--- src/rtl/delay_cal_pkg.sv ---
// Shared definitions for the delay-cell calibration sequencer.
//   cal_state_t : sequencer states
//   TAP_W       : width of a tap code (4 taps -> DEL0..DEL3)
//   LEN_W       : width of a window length (must hold 16)
//   max_int     : helper for sizing the settle/sample down-counter
package delay_cal_pkg;

   localparam int TAP_W = 4;
   localparam int LEN_W = 5;

   typedef enum logic [2:0] {
      IDLE,
      SETTLE,
      SAMPLE,
      EVAL,
      FINISH
   } cal_state_t;

   function automatic int max_int(input int a, input int b);
      return (a > b) ? a : b;
   endfunction

endpackage

--- src/rtl/delay_cal_ctrl_if.sv ---
// Handshake/result bundle between the interface training logic (master)
// and the calibration sequencer (slave).
//   START        : request a calibration sweep
//   SMP, EXP     : captured data bit and its expected value
//   DEL          : tap code driving the delay cell
//   BUSY, DONE   : sweep in progress / one-cycle completion pulse
//   LOCK, ERR    : sweep result flags
//   WIN_LO/WIN_HI: chosen passing window
interface delay_cal_ctrl_if;
   import delay_cal_pkg::*;

   logic             START;
   logic             SMP;
   logic             EXP;
   logic [TAP_W-1:0] DEL;
   logic             BUSY;
   logic             DONE;
   logic             LOCK;
   logic             ERR;
   logic [TAP_W-1:0] WIN_LO;
   logic [TAP_W-1:0] WIN_HI;

   modport master (
      output START, SMP, EXP,
      input  DEL, BUSY, DONE, LOCK, ERR, WIN_LO, WIN_HI
   );

   modport slave (
      input  START, SMP, EXP,
      output DEL, BUSY, DONE, LOCK, ERR, WIN_LO, WIN_HI
   );

endinterface

--- src/rtl/delay_cal_window.sv ---
// Run tracker: finds the widest contiguous run of passing taps.
//   clk, rst : clock, synchronous active-high reset
//   clear    : restart tracking (start of a sweep)
//   eval     : apply the pass/fail result of the current tap
//   pass     : current tap was error-free
//   tap      : current tap code
//   best_lo  : first tap of the widest run so far
//   best_len : length of that run (0 = nothing passed)
// best_lo/best_len already include the tap being evaluated while eval is
// high, so the sequencer can latch the final result on the last EVAL edge.
module delay_cal_window
   import delay_cal_pkg::*;
(
   input  logic             clk,
   input  logic             rst,
   input  logic             clear,
   input  logic             eval,
   input  logic             pass,
   input  logic [TAP_W-1:0] tap,
   output logic [TAP_W-1:0] best_lo,
   output logic [LEN_W-1:0] best_len
);

   logic [TAP_W-1:0] cur_start, cur_start_n, best_lo_q;
   logic [LEN_W-1:0] cur_len, cur_len_n, best_len_q;

   always_comb begin
      cur_start_n = cur_start;
      cur_len_n   = cur_len;
      best_lo     = best_lo_q;
      best_len    = best_len_q;
      if (eval) begin
         if (pass) begin
            if (cur_len == '0) begin
               cur_start_n = tap;
            end
            cur_len_n = cur_len + LEN_W'(1);
            // strict compare: on a tie the earlier (lower) run is kept
            if (cur_len_n > best_len_q) begin
               best_lo  = cur_start_n;
               best_len = cur_len_n;
            end
         end else begin
            cur_len_n = '0;
         end
      end
   end

   always_ff @(posedge clk) begin
      if (rst || clear) begin
         cur_start  <= '0;
         cur_len    <= '0;
         best_lo_q  <= '0;
         best_len_q <= '0;
      end else begin
         cur_start  <= cur_start_n;
         cur_len    <= cur_len_n;
         best_lo_q  <= best_lo;
         best_len_q <= best_len;
      end
   end

endmodule

--- src/rtl/delay_cal_ctrl.sv ---
// Calibration sequencer for the 4-tap programmable input delay cell.
// Sweeps tap codes 0..MAX_TAP, checks SMP against EXP for SAMPLE_CNT
// cycles after a SETTLE_CYC settling period at each tap, then parks DEL
// at the centre of the widest error-free run.
//   CLK  : clock
//   RST  : synchronous active-high reset
//   bus  : delay_cal_ctrl_if.slave (START/SMP/EXP in, DEL/BUSY/DONE/
//          LOCK/ERR/WIN_LO/WIN_HI out, all outputs registered)
//
// state  | meaning
// -------+-------------------------------------------------------
// IDLE   | waiting for START
// SETTLE | delay cell settling after a tap change
// SAMPLE | comparing SMP with EXP, sticky fail flag
// EVAL   | update run tracker, step to next tap or finish
// FINISH | DONE pulse, result outputs valid
module delay_cal_ctrl
   import delay_cal_pkg::*;
#(
   parameter int SETTLE_CYC = 4,
   parameter int SAMPLE_CNT = 16,
   parameter int MAX_TAP    = 15
) (
   input  logic            CLK,
   input  logic            RST,
   delay_cal_ctrl_if.slave bus
);

   localparam int CNT_W = $clog2(max_int(SETTLE_CYC, SAMPLE_CNT) + 1);
   localparam logic [CNT_W-1:0] SETTLE_LD = CNT_W'(SETTLE_CYC - 1);
   localparam logic [CNT_W-1:0] SAMPLE_LD = CNT_W'(SAMPLE_CNT - 1);
   localparam logic [TAP_W-1:0] LAST_TAP  = TAP_W'(MAX_TAP);

   cal_state_t       state;
   logic [CNT_W-1:0] cnt;
   logic [TAP_W-1:0] tap;
   logic             fail;
   logic [TAP_W-1:0] del_q, win_lo_q, win_hi_q;
   logic             busy_q, done_q, lock_q, err_q;

   logic             win_clear, win_eval;
   logic [TAP_W-1:0] best_lo;
   logic [LEN_W-1:0] best_len;
   logic [LEN_W-1:0] hi_ext, mid_sum;

   assign win_clear = (state == IDLE) && bus.START;
   assign win_eval  = (state == EVAL);

   delay_cal_window u_window (
      .clk      (CLK),
      .rst      (RST),
      .clear    (win_clear),
      .eval     (win_eval),
      .pass     (!fail),
      .tap      (tap),
      .best_lo  (best_lo),
      .best_len (best_len)
   );

   // Window end and centre in 5 bits so a full 0..15 window cannot wrap.
   assign hi_ext  = LEN_W'(best_lo) + best_len - LEN_W'(1);
   assign mid_sum = LEN_W'(best_lo) + hi_ext;

   always_ff @(posedge CLK) begin
      if (RST) begin
         state    <= IDLE;
         cnt      <= '0;
         tap      <= '0;
         fail     <= 1'b0;
         del_q    <= '0;
         win_lo_q <= '0;
         win_hi_q <= '0;
         busy_q   <= 1'b0;
         done_q   <= 1'b0;
         lock_q   <= 1'b0;
         err_q    <= 1'b0;
      end else begin
         done_q <= 1'b0;
         case (state)
            IDLE: begin
               if (bus.START) begin
                  tap    <= '0;
                  del_q  <= '0;
                  lock_q <= 1'b0;
                  err_q  <= 1'b0;
                  fail   <= 1'b0;
                  busy_q <= 1'b1;
                  cnt    <= SETTLE_LD;
                  state  <= SETTLE;
               end
            end
            SETTLE: begin
               if (cnt == '0) begin
                  cnt   <= SAMPLE_LD;
                  state <= SAMPLE;
               end else begin
                  cnt <= cnt - CNT_W'(1);
               end
            end
            SAMPLE: begin
               if (bus.SMP != bus.EXP) begin
                  fail <= 1'b1;
               end
               if (cnt == '0) begin
                  state <= EVAL;
               end else begin
                  cnt <= cnt - CNT_W'(1);
               end
            end
            EVAL: begin
               if (tap < LAST_TAP) begin
                  tap   <= tap + TAP_W'(1);
                  del_q <= tap + TAP_W'(1);
                  fail  <= 1'b0;
                  cnt   <= SETTLE_LD;
                  state <= SETTLE;
               end else begin
                  done_q <= 1'b1;
                  state  <= FINISH;
                  if (best_len != '0) begin
                     lock_q   <= 1'b1;
                     win_lo_q <= best_lo;
                     win_hi_q <= TAP_W'(hi_ext);
                     del_q    <= TAP_W'(mid_sum >> 1);
                  end else begin
                     err_q    <= 1'b1;
                     win_lo_q <= '0;
                     win_hi_q <= '0;
                     del_q    <= '0;
                  end
               end
            end
            FINISH: begin
               busy_q <= 1'b0;
               state  <= IDLE;
            end
            default: begin
               state <= IDLE;
            end
         endcase
      end
   end

   assign bus.DEL    = del_q;
   assign bus.BUSY   = busy_q;
   assign bus.DONE   = done_q;
   assign bus.LOCK   = lock_q;
   assign bus.ERR    = err_q;
   assign bus.WIN_LO = win_lo_q;
   assign bus.WIN_HI = win_hi_q;

endmodule

--- src/flat_wrapper.sv ---
// flat-port wrapper written by rule: the top's interface ports become plain ports
module delay_cal_ctrl_flat import delay_cal_pkg::*;
#(
   parameter int SETTLE_CYC = 4,
   parameter int SAMPLE_CNT = 16,
   parameter int MAX_TAP    = 15
)
  (CLK, RST, bus_START, bus_SMP, bus_EXP, bus_DEL, bus_BUSY, bus_DONE, bus_LOCK, bus_ERR, bus_WIN_LO, bus_WIN_HI);
  delay_cal_ctrl_if bus_i ();
  input  logic CLK;
  input  logic RST;
  input wire logic [$bits(bus_i.START)-1:0] bus_START;
  input wire logic [$bits(bus_i.SMP)-1:0] bus_SMP;
  input wire logic [$bits(bus_i.EXP)-1:0] bus_EXP;
  output wire logic [$bits(bus_i.DEL)-1:0] bus_DEL;
  output wire logic [$bits(bus_i.BUSY)-1:0] bus_BUSY;
  output wire logic [$bits(bus_i.DONE)-1:0] bus_DONE;
  output wire logic [$bits(bus_i.LOCK)-1:0] bus_LOCK;
  output wire logic [$bits(bus_i.ERR)-1:0] bus_ERR;
  output wire logic [$bits(bus_i.WIN_LO)-1:0] bus_WIN_LO;
  output wire logic [$bits(bus_i.WIN_HI)-1:0] bus_WIN_HI;
  assign bus_i.START = bus_START;
  assign bus_i.SMP = bus_SMP;
  assign bus_i.EXP = bus_EXP;
  assign bus_DEL = bus_i.DEL;
  assign bus_BUSY = bus_i.BUSY;
  assign bus_DONE = bus_i.DONE;
  assign bus_LOCK = bus_i.LOCK;
  assign bus_ERR = bus_i.ERR;
  assign bus_WIN_LO = bus_i.WIN_LO;
  assign bus_WIN_HI = bus_i.WIN_HI;
  delay_cal_ctrl #(.SETTLE_CYC(SETTLE_CYC), .SAMPLE_CNT(SAMPLE_CNT), .MAX_TAP(MAX_TAP)) u_core (.CLK(CLK), .RST(RST), .bus(bus_i));
endmodule
--- config.mk ---
export PLATFORM = sky130hd
export DESIGN_NAME = delay_cal_ctrl_flat
export DESIGN_NICKNAME = d
export VERILOG_FILES = /design/src/rtl/delay_cal_pkg.sv /design/src/rtl/delay_cal_ctrl_if.sv /design/src/rtl/delay_cal_window.sv /design/src/rtl/delay_cal_ctrl.sv /design/src/flat_wrapper.sv
export SDC_FILE = /design/constraint.sdc
export NUM_CORES = 1
export LEC_CHECK = 0
export BUFFER_PORTS_ARGS = -buffer_cell sky130_fd_sc_hd__buf_2
export CAP_MARGIN = 25
export CELL_PAD_IN_SITES_DETAIL_PLACEMENT = 1
export CELL_PAD_IN_SITES_GLOBAL_PLACEMENT = 2
export CORE_MARGIN = 4
export CORE_UTILIZATION = 30
export DETAILED_ROUTE_END_ITERATION = 10
export PLACE_DENSITY = 0.66
export SLEW_MARGIN = 20
export SYNTH_ARGS = -nofsm -noshare
export SYNTH_HDL_FRONTEND = slang
export SYNTH_SLANG_ARGS = --single-unit
--- constraint.sdc ---
create_clock -name CLK -period 5.5 [get_ports CLK]
set_input_delay 0.55 -clock CLK [delete_from_list [all_inputs] [get_ports CLK]]
set_output_delay 0.55 -clock CLK [all_outputs]
set_load 0.1 [all_outputs]
==> run metrics, run 1 <==
run status finished clean; Post-CTS Setup Inserts 0; antenna violations before repair 0; GR Layer Usage met2 21.9%; sw frac ~31%; routability cong. 0.710; clock tree buffer depth 2; post-detailed-route wirelength per cell 14.7 µm; syn_area_per_cell ~8.4 µm²; worst hold stages 2; IO Pins 21; Sequential Power Share 48.5%; setup TNS 0 ps; CTS resizes 0; CP max stage cell dfxtp_1; Hold Path End u_core.bus.WIN_LO[2]$_SDFFE_PP0P_; # fillers 1018; worst reg2reg startpoint u_core.u_window.cur_len[0]$_SDFFE_PP0P_; kind of critical path flop to flop; Clock Power Share between 30% and 40%; GR Util met3 2.35%; Tcrit/Tclk final 84.3%; CTS H-tree depth 2; sequential area share after synthesis 36.3%; HP Class flop to flop; DP Wirelength 4860 µm; Worst Clk Skew 9.41 ps; # hold bufs at CTS 0; RR Endpoint u_core.bus.DEL[3]$_SDFFE_PP0P_; CTS root buffer clkbuf_8; Warnings, synthesis 0; CP required about 5700 ps; critical-path cell list ha_1, nand3_1, xnor2_1, ha_1, a21oi_1, o21ai_1, o221ai_2, buf_4, nor2_1, a21oi_1, ha_1, inv_1, ha_1, fa_1, ha_1, a21o_1, a21oi_1, xnor2_1, xnor2_1, o21ai_0; critical-path maximum fanout 16; share of cells above drive strength 1 about an eighth; WP depth 20; combinational share of power 21.2%; Layout Utilization 34.6%; CP Capture Type flop; cell area after synthesis 2590 µm²; Detailed Route WL ~6300 µm; Slew Limit Fails 0; worst skew pair latency 300 ps; CTS Sinks 47; Worst path most repeated cell ha_1; Max-Cap Viols 0; minimum clock period after layout 4640 ps; Buf+Inv Stages, Crit Path 2; vias in the first global route approximately 2100; Die Wd just over 100 µm; CTS tree built; Area Overhead vs Synth 10.7%; Initial Utilization 31.2%; total grt overflow 0; Critical Path Start Type flop; CP arrival 4810 ps; DR vias around 2100; Final Hold Viols 0; Die Y 101 µm; Power Density 267 nW/µm²; LEAKAGE 0.00129 µW; number of synthesized register bits 47; worst hold start u_core.bus.WIN_LO[2]$_SDFFE_PP0P_; Peak VDD IR between 90 and 100 µV; antenna viol nets, final 0; port bufs 20; Int Pwr 527 µW; RSZ-0062 raised after global routing false; first-pass GRT wire length 10500 µm; Antenna Diode Count 0; actual slew at the worst max-slew pin around 620 ps; count of unique library cells instantiated by Yosys 44; global-route usage over all layers 13.0%; Register-to-Register Setup Slack 860 ps; met1 Usage GRT 17.2%; TritonRoute pass-1 iters 4; First DRT Iteration DRCs 97; DRC viols 0; Max transition margin 58.5%; DIE AREA 10200 µm²; f_max 216 MHz; grt peak-use layer met2; cells on worst reg2reg path 20; TritonCTS Buffers 5; crit-path max cell delay 450 ps; Top delay family on crit path adder cells; vias per cell 4.90; Clock Pin Slew Worst Setup and Hold Paths around 80 ps; # rows 33; CORE AREA 8300 µm²; sw power 239 µW; setup violators final 0; gate count of the mapped netlist 308; largest net degree at the start of global routing 29; final layout net count 351; Syn Nets 335
worst max-delay path by stage:
| stage | endpoint | slack [ps] | start |
|---|---|---|---|
| 6_report | u_core.bus.DEL[3]$_SDFFE_PP0P_ | 860 | u_core.u_window.cur_len[0]$_SDFFE_PP0P_ |
| 5_1_grt | u_core.bus.DEL[3]$_SDFFE_PP0P_ | 390 | u_core.u_window.cur_len[0]$_SDFFE_PP0P_ |
| 4_1_cts | u_core.bus.DEL[3]$_SDFFE_PP0P_ | 820 | u_core.u_window.cur_len[0]$_SDFFE_PP0P_ |
| 3_5_place_dp | u_core.bus.DEL[3]$_SDFFE_PP0P_ | 830 | u_core.u_window.cur_len[0]$_SDFFE_PP0P_ |
| 3_3_place_gp | u_core.bus.DEL[3]$_SDFFE_PP0P_ | 960 | u_core.u_window.cur_len[0]$_SDFFE_PP0P_ |
| 2_1_floorplan | u_core.bus.DEL[3]$_SDFFE_PP0P_ | 1250 | u_core.u_window.cur_len[0]$_SDFFE_PP0P_ |
sequential cells by signal, indices dropped and copies added, names as in the netlist, 4 cells and up:
register,count
u_core.bus.DEL,4
u_core.bus.WIN_HI,4
u_core.bus.WIN_LO,4
u_core.cnt,5
u_core.tap,4
u_core.u_window.best_len_q,5
u_core.u_window.best_lo_q,4
u_core.u_window.cur_len,5
u_core.u_window.cur_start,4
power by group through the flow:
stage               clock (µW)  combinational (µW)  sequential (µW)
floorplan                    0                 121              389
global placement             0                 165              379
detailed placement           0                 164              380
CTS                        243                 166              372
global route               254                 185              375
finish                     232                 163              372
cells in the final DEF (no fill, tap or decap), types with 3 or more instances in the layout:
cell	n
xor2_1	5
xnor2_1	8
a21oi_1	37
o211ai_1	3
nor2_1	34
nor3b_1	5
a21o_1	6
a211oi_1	4
o21ai_0	20
nand2b_1	4
a22oi_1	3
clkbuf_8	7
nor2b_1	6
inv_1	24
nor3_1	6
mux2i_1	5
dfxtp_1	47
nand2_1	21
nand3_1	8
ha_1	20
buf_2	20
per-layer routing:
metal / wire length (µm) / vias to the layer above
li1: - / 1086
met1: 3130 / 993
met2: 3000 / 19
met3: 143 / 8
met4: 68 / 0
met5: 0 / -
stage by stage:
| step | std cells | setup slack, ps | hold slack, ps | area, µm² | total power (µW) |
|---|---|---|---|---|---|
| floorplan | 308 | 1250 | 436 | 2590 | 510 |
| global placement | 422 | 962 | 439 | 2770 | 544 |
| detailed placement | 422 | 831 | 445 | 2770 | 544 |
| CTS | 430 | 821 | 463 | 2870 | 780 |
| global route | 430 | 391 | 484 | 2870 | 814 |
| finish | 430 | 864 | 458 | 2870 | 766 |
cells by family (layout without fill, tap and decap cells):
logic type,Yosys count,count (layout),synth area share (%)
muxes,7,7,3.04
xor gates and xnor gates,13,13,4.39
adders and majority gates,22,22,11.2
buffers and inverters,37,54,6.13
and+or+nand+nor,98,98,20.0
DFF,47,47,36.3
AOI/OAI and AO/OA,84,84,18.9
synth_stat cells, drive strengths merged:
cell    instances  area, µm²
dfxtp          47        941
a21oi          37        185
nor2           35        148
inv            24       90.1
o21ai          24        128
nand2          21       78.8
ha             20        250
nand3           8       40.0
xnor2           8       70.1
clkbuf          7       26.3
a21o            6       45.0
buf             6       42.5
mux2i           6       63.8
nor2b           6       37.5
nor3            6       30.0
nor3b           5       37.5
xor2            5       43.8
a211oi          4       30.0
nand2b          4       25.0
a22oi           3       22.5
o211ai          3       22.5
fa              2       40.0
nand3b          2       27.5
nand4           2       12.5
nor4b           2       32.5
o22ai           2       12.5
or2             2       12.5
or3             2       12.5
a211o           1       8.76
a21boi          1       7.51
a31oi           1       6.26
and3b           1       8.76
mux2            1       15.0
nor4            1       6.26
o21bai          1       7.51
o221ai          1       15.0
or4b            1       10.0
worst register-to-register path: stages (launching register included):
cell      delay [ps]
dfxtp_1          450
ha_1             300
nand3_1          120
xnor2_1          250
ha_1             310
a21oi_1          130
o21ai_1          120
o221ai_2         140
buf_4            230
nor2_1            70
a21oi_1          350
ha_1             310
inv_1             60
ha_1             170
fa_1             440
ha_1             330
a21o_1           190
a21oi_1          170
xnor2_1          150
xnor2_1          130
o21ai_0           80
layout make-up:
cell class	count	area (µm²)	area share [%]
Tap cell	105	131	4.58
Clock buffer	8	100	3.49
Inverter	24	90.1	3.14
Timing Repair Buffer	22	115	4.01
Multi-Input combinational cell	224	1490	52.0
Sequential cell	47	941	32.8
Note: power is estimated with default switching activity, not from simulation.
==> run 2: changes to the inputs <==
--- a/config.mk
+++ b/config.mk
@@ -5,6 +5,7 @@
 export SDC_FILE = /design/constraint.sdc
 export NUM_CORES = 1
 export LEC_CHECK = 0
+export ABC_AREA = 1
 export BUFFER_PORTS_ARGS = -buffer_cell sky130_fd_sc_hd__buf_2
 export CAP_MARGIN = 25
 export CELL_PAD_IN_SITES_DETAIL_PLACEMENT = 1
@@ -12,7 +13,7 @@
 export CORE_MARGIN = 4
 export CORE_UTILIZATION = 30
 export DETAILED_ROUTE_END_ITERATION = 10
-export PLACE_DENSITY = 0.66
+export PLACE_DENSITY = 0.69
 export SLEW_MARGIN = 20
 export SYNTH_ARGS = -nofsm -noshare
 export SYNTH_HDL_FRONTEND = slang
==> constraint.sdc (replaced) <==
create_clock -name CLK -period 4.3 [get_ports CLK]
set_input_delay 0.43 -clock CLK [delete_from_list [all_inputs] [get_ports CLK]]
set_output_delay 0.43 -clock CLK [all_outputs]
set_load 0.1 [all_outputs]
==> run 2 against run 1 <==
Net effect: first-iteration DRC count is 61% lower; design area grew 13%; hold slack worse by 5.5 ps; sequential power up 46%; power rose by 140%; maximum frequency up 14%; synthesized cell count is 17% higher; combinational power increased to 6.5 times the previous value; largest power group is now combinational cells.
==> run metrics, run 2 <==
# rows 34 (+3.0%); total power 1860 µW (+140%); syn_area_per_cell 7.49 µm² (-11%); Worst Clk Skew 7.41 ps (-2.00 ps); CTS root buffer clkbuf_8; port bufs 20 (unchanged); grt peak-use layer met2; count of unique library cells instantiated by Yosys 37 (-16%); Warnings, synthesis 0 (unchanged); IO Pins 21 (unchanged); Initial Utilization 30.9% (-0.37 points); Placed Area 3030 µm² (+9.2%); worst hold start u_core.cnt[4]$_SDFFE_PP0P_; crit path launch u_core.u_window.cur_len[0]$_SDFFE_PP0P_; Max transition margin 57.5% (-1.1 points); Final Hold Viols 0 (unchanged); kind of critical path flop to flop; share of the synthesized area in the top cell type 34.8% (-1.5 points); most frequent cell after synthesis nand2_1; antenna violations before repair 0 (unchanged); CTS H-tree depth 2 (unchanged); cell area after synthesis 2710 µm² (+4.3%); Slew Limit Fails 0 (unchanged); first-pass GRT wire length 11900 µm (+13%); Tcrit/Tclk final 94.4% (+10 points); Worst path most repeated cell nand2_1; Placed Cells 498 (+18%); Async SR Flop Fraction 0% (unchanged); Clock Pin Slew Worst Setup and Hold Paths 90 ps (about the same); HP Class flop to flop; final layout net count 430 (+23%); run status finished clean; post-detailed-route wirelength per cell 14.2 µm (-3.8%); DIE AREA 10600 µm² (+4.0%); GR Util met3 2.50% (+0.15 points); GR Layer Usage met2 23.6% (+1.7 points); Area Overhead vs Synth 20.2%; Synth area leader dfxtp_1; setup violators final 0 (unchanged); DP Wirelength 5380 µm (+11%); final std cells w/o fill 510 (+19%); CTS Sinks 47 (unchanged); Top delay family on crit path adder cells; Peak VDD IR 275 µV (+180%); number of flops mapped to enable cells by yosys 0 (unchanged); DR vias 2380 (+13%); CP endpoint u_core.bus.DEL[3]$_SDFFE_PP0P_; TritonCTS Buffers 5 (unchanged); worst skew pair latency 300 ps (about the same); Register-to-Register Setup Slack 240 ps (-630 ps); minimum clock period after layout 4060 ps (-574 ps); gate count of the mapped netlist 361 (+17%); share of cells above drive strength 1 22.1% (+9.8 points); critical-path maximum fanout 6 (-10); cells on worst reg2reg path 26 (+30%); vias in the first global route 2379 (+11%); actual slew at the worst max-slew pin 636 ps (+17.9 ps); f_max 246 MHz (+14%); worst hold slack 452 ps (-5.45 ps); RR Endpoint u_core.bus.DEL[3]$_SDFFE_PP0P_; Detailed Route WL 7230 µm (+14%); Die Y 103 µm (+2.0%); main flop type after synthesis dfxtp_1; number of synthesized register bits 47 (unchanged); crit-path max cell delay 470 ps (+20 ps); antenna viol nets, final 0 (unchanged); most frequent cells in the layout nand2_1, inv_1, dfxtp_1, a21oi_1, nor2_1; Max-Cap Viols 0 (unchanged); Antenna Diode Count 0 (unchanged); First DRT Iteration DRCs 38 (-61%); largest net degree at the start of global routing 23 (-21%); routability cong. 0.819 (+15%); CORE AREA 8760 µm² (+5.6%); sequential area share after synthesis 34.8% (-1.5 points); CP max stage cell fa_2; CTS tree built; vias per cell 4.67 (-4.7%); met1 Usage GRT 19.5% (+2.2 points); CP Capture Type flop; DRC viols 0 (unchanged); worst reg2reg startpoint u_core.u_window.cur_len[0]$_SDFFE_PP0P_; Syn Nets 388 (+16%); global-route usage over all layers 14.4% (+1.3 points); total grt overflow 0 (unchanged); fin area 3250 µm² (+13%); Buf+Inv Stages, Crit Path 2 (unchanged); CP arrival 4290 ps (-520 ps); Power Density 572 nW/µm² (+110%); CP required 4530 ps (-1150 ps); leading post-synthesis cells by cell area dfxtp_1, nand2_1, ha_1, inv_1, a21oi_1; Die Wd 103 µm (+2.0%); Critical Path Start Type flop; LEAKAGE 0.00148 µW (+15%); WP depth 26 (+30%); most common cell after layout, fill and taps aside nand2_1; commonest cells in the netlist nand2_1, inv_1, dfxtp_1; TritonRoute pass-1 iters 4 (unchanged); clock tree buffer depth 2 (unchanged); biggest regs u_core.cnt x5, u_core.u_window.best_len_q x5, u_core.u_window.cur_len x5
[run 2: cell types whose count changed after synthesis, moves of 6 or more]
cell | before | now
inv_1 | 24 | 62
nand3_2 | 0 | 8
nor2b_1 | 6 | 0
nand2_1 | 21 | 75
nor2_1 | 34 | 27
[run 2: logic make-up (layout without fill, tap and decap cells)]
logic type	Yosys count	after routing	synth area share, %
compound gates	67	67	13.7
xor+xnor	10	10	3.24
buf+inv	71	111	10.5
simple gates	144	145	27.1
fa+ha+maj	22	22	10.7
flops	47	47	34.8
[run 2: what timing repair did]
| item | 4_1_cts | 5_1_grt |
|---|---|---|
| pin swaps | 1 | 4 |
| cloned | 1 | 0 |
| hold buffers | 0 | 0 |
| setup endpoints to repair | 1 | 2 |
| hold endpoints to repair | 0 | 0 |
| setup buffers | 3 | 2 |
| resized for setup | 3 | 20 |
[run 2: worst min-delay path by stage]
stage | end | slack [ps] | cells past startpoint
floorplan | u_core.cnt[0]$_SDFFE_PP0P_ | 420 | 1
global placement | u_core.cnt[4]$_SDFFE_PP0P_ | 440 | 2
detailed placement | u_core.cnt[4]$_SDFFE_PP0P_ | 450 | 2
CTS | u_core.cnt[4]$_SDFFE_PP0P_ | 460 | 2
global route | u_core.cnt[0]$_SDFFE_PP0P_ | 480 | 1
finish | u_core.cnt[4]$_SDFFE_PP0P_ | 450 | 2
[run 2: report_power, final]
part           internal (µW)  switching, µW
Combinational            425            637
Clock                    109            148
Sequential               492           50.0
Total                   1030            834
[run 2: layer usage]
layer  share of wire, %  up-vias
li1                   -     1238
met1                 49     1113
met2                 47       22
met3                2.5        7
met4                1.0        0
met5                  0        -
[run 2: stage by stage]
stage | setup slack, ps | TNS (ps) | utilization, %
CTS | 54.5 | 0 | 35.8
global route | -51.4 | -51.4 | 37.1
floorplan | 72.5 | 0 | -
detailed placement | -51.2 | -51.2 | 34.5
global placement | 123 | 0 | 34.5
finish | 239 | 0 | 37.1
[run 2: cell type report]
type	instances	area (µm²)
Clock buffer	6	72.6
Fill cell	1094	5510
Inverter	63	236
Multi-Input combinational cell	244	1590
Sequential cell	47	946
Tap cell	108	135
Timing Repair Buffer	42	269
[run 2: worst min-delay path, cell delays in order (launching register included)]
cell and delay (ps):
dfxtp_1 310, inv_1 60, nor3_1 50
==> run 3: changes to the inputs <==
--- a/config.mk
+++ b/config.mk
@@ -5,15 +5,15 @@
 export SDC_FILE = /design/constraint.sdc
 export NUM_CORES = 1
 export LEC_CHECK = 0
-export ABC_AREA = 1
 export BUFFER_PORTS_ARGS = -buffer_cell sky130_fd_sc_hd__buf_2
 export CAP_MARGIN = 25
 export CELL_PAD_IN_SITES_DETAIL_PLACEMENT = 1
 export CELL_PAD_IN_SITES_GLOBAL_PLACEMENT = 2
 export CORE_MARGIN = 4
 export CORE_UTILIZATION = 30
+export CTS_BUF_LIST = sky130_fd_sc_hd__clkbuf_16
 export DETAILED_ROUTE_END_ITERATION = 10
-export PLACE_DENSITY = 0.69
+export PLACE_DENSITY = 0.66
 export SLEW_MARGIN = 20
 export SYNTH_ARGS = -nofsm -noshare
 export SYNTH_HDL_FRONTEND = slang
==> run 3 against run 2 <==
Net effect: count of clock-buffer cells in the layout fell by 1; highest routed layer unchanged; power fell by 43%; hold slack got worse by 1.7 ps; critical endpoint unchanged; critical path depth fell by 6; routed wire length fell by 7.5%; register-to-register slack got worse by 30 ps; die area fell by 3.8%; sequential cell count did not move; combinational power fell by 79%; first-iteration DRC count rose by 11%; global-route usage fell by 0.52 points.
==> run metrics, run 3 (synthesis results as in run 1) <==
Placed Cells 436 (-12%); clock tree buffer depth 2 (unchanged); Top delay family on crit path adder cells; cells on worst reg2reg path 20 (-23%); post-detailed-route wirelength per cell 15.0 µm (+5.5%); Die Wd 101 µm (-1.9%); LEAKAGE 0.00140 µW (-5.6%); CP arrival 4250 ps (-40 ps); first-pass GRT wire length 11300 µm (-5.0%); kind of critical path flop to flop; WP depth 20 (-23%); run status finished clean; First DRT Iteration DRCs 42 (+11%); critical-path cell list ha_4, nand3_1, xnor2_2, ha_1, nand4_1, nor2_2, o221ai_2, buf_4, buf_2, a21oi_2, ha_1, inv_1, ha_1, fa_1, ha_4, a21o_1, a21oi_2, xnor2_1, xnor2_1, o21ai_0; crit-path max cell delay 540 ps (+70 ps); Final Hold Viols 0 (unchanged); critical-path maximum fanout 8 (+2); sw frac 30.2% (-15 points); Peak VDD IR 134 µV (-51%); Tcrit/Tclk final 95.1% (+0.66 points); Worst path most repeated cell ha_1; setup violators final 0 (unchanged); worst hold stages 2 (unchanged); Initial Utilization 31.2% (+0.37 points); # fillers 1005 (-8.1%); Clock Pin Slew Worst Setup and Hold Paths 60 ps (-30 ps); CORE AREA 8300 µm² (-5.3%); antenna violations before repair 0 (unchanged); Worst Clk Skew 5.86 ps (-1.55 ps); CP required 4460 ps (-70 ps); port bufs 20 (unchanged); Area Overhead vs Synth 19.8%; DRC viols 0 (unchanged); DP Wirelength 5000 µm (-7.1%); minimum clock period after layout 4090 ps (+28.2 ps); CTS root buffer clkbuf_16; Antenna Diode Count 0 (unchanged); Slew Limit Fails 0 (unchanged); Buf+Inv Stages, Crit Path 3 (+1); Max-Cap Viols 0 (unchanged); Detailed Route WL 6680 µm (-7.5%); share of cells above drive strength 1 20.2% (-2.0 points); combinational share of power 20.7% (-36 points); global-route usage over all layers 13.9% (-0.52 points); most frequent cells in the layout dfxtp_1, a21oi_1, nor2_1, inv_1; Power Density 343 nW/µm² (-40%); CP Capture Type flop; CTS Sinks 47 (unchanged); final layout net count 369 (-14%); sw power 322 µW (-61%); # rows 33 (-2.9%); routability cong. 0.710 (-13%); area of the multi-input gates 1560 µm² (-2.2%); Max transition margin 61.9% (+4.5 points); Int Pwr 744 µW (-27%); final std cells w/o fill 447 (-12%); Layout Utilization 37.4% (+0.33 points); worst skew pair latency 280 ps (-20 ps); IO Pins 21 (unchanged); most common cell after layout, fill and taps aside dfxtp_1; Die Y 101 µm (-1.9%); CTS tree built; vias in the first global route 2284 (-4.0%); total grt overflow 0 (unchanged); f_max 245 MHz (-0.69%); TritonCTS Buffers 5 (unchanged); CTS H-tree depth 2 (unchanged); Critical Path Start Type flop; largest net degree at the start of global routing 29 (+26%); Sequential Power Share 44.6% (+15 points); biggest regs u_core.cnt x5, u_core.u_window.best_len_q x5, u_core.u_window.cur_len x5; # hold bufs at CTS 0 (unchanged); DR vias 2212 (-7.1%); DIE AREA 10200 µm² (-3.8%); Clock Power Share 34.7% (+21 points); CP max stage cell fa_1; TritonRoute pass-1 iters 4 (unchanged); HP Class flop to flop; register area 942 µm² (-0.40%); vias per cell 4.95 (+6.0%); antenna viol nets, final 0 (unchanged); actual slew at the worst max-slew pin 565 ps (-71.3 ps)
==> run 3: cell types whose count changed in the layout (fill, tap and decap cells not counted), moves of 6 or more <==
cell	delta
inv_1	-37
nor2b_1	+6
nand2_1	-52
nor2_1	+7
nand3_2	-10
==> run 3: path summary, 6_finish.rpt <==
check                           slack [ps]                                     from                           endpoint
worst max-delay path                   210  u_core.u_window.cur_len[1]$_SDFFE_PP0P_     u_core.bus.DEL[3]$_SDFFE_PP0P_
worst min register to register         450        u_core.bus.WIN_HI[1]$_SDFFE_PP0P_  u_core.bus.WIN_HI[1]$_SDFFE_PP0P_
worst min-delay path                   450        u_core.bus.WIN_HI[1]$_SDFFE_PP0P_  u_core.bus.WIN_HI[1]$_SDFFE_PP0P_
worst max register to register         210  u_core.u_window.cur_len[1]$_SDFFE_PP0P_     u_core.bus.DEL[3]$_SDFFE_PP0P_
==> run 3: final cells by class <==
cell class              count  share of cell area [%]
multi-input cells         224                    50.1
flip-flops and latches     47                    30.3
inverters                  24                    2.90
well taps                 105                    4.23
repair buffers             40                    8.10
clock inverters             2                   0.282
clock buffers               5                    4.03
==> run 3: what timing repair did <==
item	4_1_cts	5_1_grt
setup buffers	0	3
endpoints found under the setup margin	0	2
gates resized for setup	0	14
==> run 3: power by group through the flow <==
stage,clock network [µW],logic (µW),registers [µW]
2_1_floorplan,0,155,497
3_3_place_gp,0,213,485
3_5_place_dp,0,215,485
4_1_cts,386,216,475
5_1_grt,408,250,480
6_report,370,220,476
==> run 3: worst register-to-register path: stages (launching register included) <==
cell and delay (ps):
dfxtp_1 370, ha_4 190, nand3_1 130, xnor2_2 170, ha_1 320, nand4_1 140
nor2_2 170, o221ai_2 120, buf_4 160, buf_2 170, a21oi_2 170, ha_1 170
inv_1 40, ha_1 190, fa_1 540, ha_4 230, a21o_1 190, a21oi_2 140
xnor2_1 140, xnor2_1 130, o21ai_0 80
==> run 3: per-layer routing <==
metal	track usage, %	part of all wire (%)	routed length (µm)
met1	18.2	48	3220
met3	3.18	2.8	187
met5	0	0	0
met2	23.1	48	3200
met4	3.37	1.2	77
==> run 3: stage by stage <==
stage	total power (µW)	hold WS [ps]	worst slack [ps]	TNS [ps]	cell area, µm²
5_1_grt	1140	483	-20.9	-20.9	3110
2_1_floorplan	652	436	47.0	0	2590
3_5_place_dp	700	446	48.1	0	2880
3_3_place_gp	698	438	126	0	2880
6_report	1070	451	210	0	3110
4_1_cts	1080	455	38.2	0	3010
